--- src/rtl/alu_sequencer.sv ---
// alu_sequencer: Moore control sequencer that fetches one instruction and issues ALU datapath strobes per T state.
// Define ALU_SEQ_MULDIV_EN to compile in MUL/DIV sequencing (T6, HIin/LOin/Zhighin/Zhighout).
module alu_sequencer (
  input  logic        clock,
  input  logic        clear,
  input  logic        run,
  input  logic        mem_ready,
  input  logic [31:0] ir,
  output logic        PCout,
  output logic        MARin,
  output logic        IncPC,
  output logic        PCin,
  output logic        MDMuxread,
  output logic        MDRin,
  output logic        MDRout,
  output logic        IRin,
  output logic        Yin,
  output logic        Zlowin,
  output logic        Zhighin,
  output logic        Zlowout,
  output logic        Zhighout,
  output logic        HIin,
  output logic        LOin,
  output logic [15:0] Rin,
  output logic [15:0] Rout,
  output logic [12:0] alu_op,
  output logic        halted,
  output logic        busy
);

  typedef enum logic [3:0] {IDLE, T0, T1, T2, T3, T4, T5, T6, HALT} state_t;

  state_t     state;
  logic       t1_first;
  logic [4:0] opcode;
  logic [3:0] ra, rb, rc;
  logic       is_binary, is_unary, is_muldiv, legal;
  logic [3:0] alu_idx;
  logic       unused_ir;

  assign opcode    = ir[31:27];
  assign ra        = ir[26:23];
  assign rb        = ir[22:19];
  assign rc        = ir[18:15];
  assign unused_ir = ^ir[14:0];

  always_comb begin
    is_binary = 1'b0;
    is_unary  = 1'b0;
    is_muldiv = 1'b0;
    alu_idx   = '0;
    case (opcode)
      5'd3, 5'd4, 5'd5, 5'd6, 5'd7, 5'd8, 5'd9, 5'd10, 5'd11: begin
        is_binary = 1'b1;
        alu_idx   = 4'(opcode - 5'd3);
      end
`ifdef ALU_SEQ_MULDIV_EN
      5'd15: begin is_muldiv = 1'b1; alu_idx = 4'd9;  end
      5'd16: begin is_muldiv = 1'b1; alu_idx = 4'd10; end
`endif
      5'd17: begin is_unary = 1'b1; alu_idx = 4'd11; end
      5'd18: begin is_unary = 1'b1; alu_idx = 4'd12; end
      default: ;
    endcase
  end

  assign legal = is_binary | is_unary | is_muldiv;

  // NOTE: state registers use non-blocking assignments so every flop samples pre-edge values.
  always_ff @(posedge clock or negedge clear) begin
    if (!clear) begin
      state    <= IDLE;
      t1_first <= 1'b0;
    end else begin
      // Marks the first cycle spent in T1, when the incremented PC is written back.
      t1_first <= (state == T0);
      case (state)
        IDLE:    if (run) state <= T0;
        T0:      state <= T1;
        T1:      if (mem_ready) state <= T2;
        T2:      state <= T3;
        T3:      state <= legal ? T4 : HALT;
        T4:      state <= T5;
        T5:      if (is_muldiv) state <= T6;
                 else state <= run ? T0 : IDLE;
        T6:      state <= run ? T0 : IDLE;
        HALT:    state <= HALT;
        default: state <= IDLE;
      endcase
    end
  end

  // NOTE: every output gets a default before the case so no latch is inferred.
  always_comb begin
    PCout     = 1'b0;
    MARin     = 1'b0;
    IncPC     = 1'b0;
    PCin      = 1'b0;
    MDMuxread = 1'b0;
    MDRin     = 1'b0;
    MDRout    = 1'b0;
    IRin      = 1'b0;
    Yin       = 1'b0;
    Zlowin    = 1'b0;
    Zhighin   = 1'b0;
    Zlowout   = 1'b0;
    Zhighout  = 1'b0;
    HIin      = 1'b0;
    LOin      = 1'b0;
    Rin       = '0;
    Rout      = '0;
    alu_op    = '0;
    case (state)
      T0: begin
        PCout  = 1'b1;
        MARin  = 1'b1;
        IncPC  = 1'b1;
        Zlowin = 1'b1;
      end
      T1: begin
        MDMuxread = 1'b1;
        MDRin     = 1'b1;
        if (t1_first) begin
          Zlowout = 1'b1;
          PCin    = 1'b1;
        end
      end
      T2: begin
        MDRout = 1'b1;
        IRin   = 1'b1;
      end
      T3: if (legal) begin
        Yin = 1'b1;
        if (is_muldiv) Rout[ra] = 1'b1;
        else           Rout[rb] = 1'b1;
      end
      T4: if (legal) begin
        alu_op[alu_idx] = 1'b1;
        Zlowin          = 1'b1;
        if (is_binary) Rout[rc] = 1'b1;
        if (is_muldiv) begin
          Rout[rb] = 1'b1;
          Zhighin  = 1'b1;
        end
      end
      T5: begin
        Zlowout = 1'b1;
        if (is_muldiv) LOin    = 1'b1;
        else           Rin[ra] = 1'b1;
      end
      T6: begin
`ifdef ALU_SEQ_MULDIV_EN
        Zhighout = 1'b1;
        HIin     = 1'b1;
`else
        Zhighout = 1'b0;
        HIin     = 1'b0;
`endif
      end
      default: ;
    endcase
  end

  assign halted = (state == HALT);
  assign busy   = (state != IDLE) && (state != HALT);

endmodule
--- config.mk ---
export PLATFORM = sky130hd
export DESIGN_NAME = alu_sequencer
export DESIGN_NICKNAME = d
export VERILOG_FILES = /design/src/rtl/alu_sequencer.sv
export SDC_FILE = /design/constraint.sdc
export NUM_CORES = 1
export LEC_CHECK = 0
export BUFFER_PORTS_ARGS = -buffer_cell sky130_fd_sc_hd__buf_2
export CORE_AREA = 2 2 55 57
export CTS_CLUSTER_SIZE = 24
export DETAILED_ROUTE_END_ITERATION = 10
export DIE_AREA = 0 0 57 59
export GPL_TIMING_DRIVEN = 0
export HOLD_SLACK_MARGIN = 0.06
export PLACE_DENSITY = 0.84
export RECOVER_POWER = 25
export SLEW_MARGIN = 10
export SYNTH_ARGS = -nofsm -noshare
export SYNTH_HDL_FRONTEND = slang
export SYNTH_SLANG_ARGS = --single-unit
--- constraint.sdc ---
create_clock -name clock -period 6 [get_ports clock]
set_input_delay 1.2 -clock clock [delete_from_list [all_inputs] [get_ports clock]]
set_output_delay 1.2 -clock clock [all_outputs]
set_load 0.02 [all_outputs]
==> results.tsv <==
stage	metric	value	unit
logic_synthesis	Area contributors post-synth	dfrtp_1, o32ai_1, nor3_1	
pwr	Cell Pwr Density	247	nW/um2
worst_hold_path	Hold Path End	state[1]	
placement	IO buf count	77	
global_routing	largest net degree at the start of global routing	11	
worst_setup_path	WS Path Type	in2out	
detailed_routing	antenna viol nets, final	0	
logic_synthesis	sequential cell area fraction in the yosys report	11.6	%
layout	Area growth syn-to-layout	40.2	%
worst_setup_path	RR Startpoint	state[2]	
sta	Final TNS setup	0	ns
worst_setup_path	CP peak stage delay	0.60	ns
global_routing	vias in the first global route	1187	
worst_setup_path	most used cell, CP	buf_2	
logic_synthesis	number of flops mapped to enable cells by yosys	0	
pwr	Worst IR Drop VDD	0.251	mV
cts	H-tree depth	1	
placement	DPL Wire Length	2640	um
global_routing	total gr overflow	0	
cts	CTS clock-pin slew for the worst setup and hold paths	0.05	ns
detailed_routing	routed length on met3	286	um
layout	final net count	278	
logic_synthesis	top-count cell post-synth	nor2_1	
floorplan	Die Width	57	um
worst_hold_path	Hold WC Path Type	reg2reg	
logic_synthesis	Top FF cell, synth	dfrtp_1	
cts	CTS max path bufs	2	
run	total of max-cap violations	0	
layout	Sequential cell area	125	um2
placement	Placer Congestion	0.886	
cts	clk_lat worst skew	0.25	ns
layout	multi-input logic area	838	um2
worst_setup_path	capture point of the worst reg-to-reg path	state[0]	
cts	Root Buffer	clkbuf_4	
floorplan	Die Span Y	59	um
placement	DP Cell Count	264	
cts	Post-CTS Resized	0	
outcome	status	finished clean	
logic_synthesis	Synth Register Bits	5	
detailed_routing	M1 WL	1230	um
floorplan	cell row count	19	
logic_synthesis	synth cell count leaders	nor2_1, nor3_1, nand2b_1	
pwr	Leakage Power	0.758	nW
detailed_routing	DRC violations left	0	
worst_setup_path	Worst R2R Path Depth	6	
worst_setup_path	Setup crit start	ir[27]	
sta	relative max-transition margin	52.7	%
worst_setup_path	crit end category	primary output	
logic_synthesis	mapped cell area	1080	um2
placement	dpl ws	1.77	ns
sta	unrepaired setup endpoints after global routing	false	
detailed_routing	Post-Route WL	3210	um
floorplan	core area	2710	um2
layout	ANT cells	0	
sta	Layout Skew	0.00662	ns
detailed_routing	vias after detailed routing	1477	
worst_setup_path	crit path launch type	input pin	
pwr	Pwr Total	0.374	mW
sta	crit path time final	4.89	ns
cts	Post-CTS Setup Bufs	0	
detailed_routing	drt wl/cell	12.0	um
sta	Period Utilization, post-route	81.5	%
worst_setup_path	arrival time at the worst endpoint	3.69	ns
layout	layout cell share with drive strength beyond 1	40.1	%
sta	final setup violation count	0	
worst_setup_path	CP required	4.80	ns
cts	Hold-fix buffers, CTS	0	
logic_synthesis	Warnings, synthesis	0	
sta	Hold Vio Cnt, Final	0	
logic_synthesis	Mean Syn Cell Area	7.07	um2
detailed_routing	Vias/cell	5.51	
layout	Fill cells	304	
layout	Non-Filler Instances	268	
detailed_routing	drt pass-1 iters	4	
global_routing	first-pass GRT wire length	4780	um
cts	TritonCTS clock tree	yes	
global_routing	all-layer global routing usage	17.3	%
sta	Max Fclk	0.204	GHz
sta	Slew Viols, Final	0	
global_routing	initial antenna violation count	0	
worst_setup_path	CP max-delay cell	o21ai_0	
sta	worst setup margin	1.11	ns
detailed_routing	DR top layer	met4	
logic_synthesis	Syn Inst Count	153	
detailed_routing	Met2 Wirelength	1680	um
cts	Num CTS Buffers	3	
floorplan	# IOs	98	
logic_synthesis	Synth top area share	11.6	%
logic_synthesis	largest area contributor in the netlist	dfrtp_1	
cts	clock tree sinks	5	
worst_setup_path	Reg2Reg Setup Slack	4.07	ns
worst_setup_path	Max FO, Critical Path	10	
worst_hold_path	critical hold path startpoint	state[1]	
worst_setup_path	critical-path cell list	buf_2 -> inv_1 -> ha_1 -> nor4_1 -> a2111oi_4 -> o21ai_0 -> clkbuf_1 -> o32ai_1 -> buf_2	
logic_synthesis	Distinct cells, synth	46	
detailed_routing	number of DRC markers after the initial detailed-route iteration	66	
floorplan	Die Area	3360	um2
floorplan	Initial Utilization	39.9	%
worst_hold_path	Hold Path Stages	2	
sta	Least-Margin Pin Slew	0.703	ns
logic_synthesis	asr flop ratio synth	100	%
[metrics by stage]
| step | cell area [um2] | hold WS [ns] | util, % |
|---|---|---|---|
| after global placement | 1520 | 0.640 | 56.0 |
| after detailed placement | 1520 | 0.667 | 56.0 |
| after global routing | 1520 | 0.722 | 55.9 |
| final | 1520 | 0.673 | 55.9 |
| after CTS | 1540 | 0.674 | 56.9 |
| after floorplan | 1090 | 0.583 | - |
[worst max-delay path: cells and delay by family]
family	cells	cell delay [ns]
compound gates	3	0.89
fa+ha+maj	1	0.20
buf+inv	4	0.83
simple gates	1	0.56
[layer usage]
metal,GRT usage (%),vias up
li1,-,732
met3,1.97,2
met4,5.65,0
met5,0,-
met2,33.7,67
met1,19.7,676
[how the worst max path moves through the flow]
stage / slack (ns) / depth (start not counted) / end
2_1_floorplan: 1.84 / 7 / alu_op[12]
3_3_place_gp: 1.81 / 9 / Rout[10]
3_5_place_dp: 1.77 / 9 / alu_op[8]
4_1_cts: 1.77 / 9 / alu_op[8]
5_1_grt: 1.01 / 9 / Rout[15]
6_report: 1.11 / 9 / Rout[2]
[report_power, final]
| part | total [mW] | switching [mW] | internal, mW | leakage, nW |
|---|---|---|---|---|
| clock | 0.0396 | 0.0144 | 0.0252 | 0.0150 |
| sequential | 0.0666 | 0.0159 | 0.0507 | 0.0650 |
| combinational | 0.268 | 0.166 | 0.102 | 0.678 |
[cell usage in the layout, fill, tap and decap left out, types with 3 or more instances in the layout]
cell      Yosys  routed
buf_2         1      71
nor2_1       19      19
nor3_1       18      18
nand2b_1     12      12
clkbuf_1      1      11
o32ai_1      11      11
buf_4         9       9
nand2_1       7       7
or2_2         7       7
inv_1         6       6
nor4_1        5       6
o22ai_1       6       6
dfrtp_1       5       5
a21oi_1       4       4
ha_1          4       4
conb_1        1       4
nand3b_1      3       3
nand3_1       3       3
clkbuf_4      0       3
[registers in the layout, summed over array words and instances, names as in the netlist]
register and flops:
t1_first 1, state 4
[cell families after synthesis]
| group | count (synthesis) | share of synthesized area, % |
|---|---|---|
| simple gates | 88 | 45.6 |
| compound gates | 33 | 25.2 |
| buf+inv | 20 | 11.0 |
| flops | 5 | 11.6 |
| fa+ha+maj | 4 | 4.63 |
| xor+xnor | 2 | 1.62 |
| other cells | 1 | 0.347 |
[final cells by class]
cell class | count | area share [%]
flip-flops and latches | 5 | 8.26
inverters | 6 | 1.49
clock buffers | 4 | 1.73
multi-input cells | 131 | 55.3
plain buffers | 14 | 5.78
well taps | 31 | 2.56
repair buffers | 77 | 24.9
(Power assumes the default switching activity.)
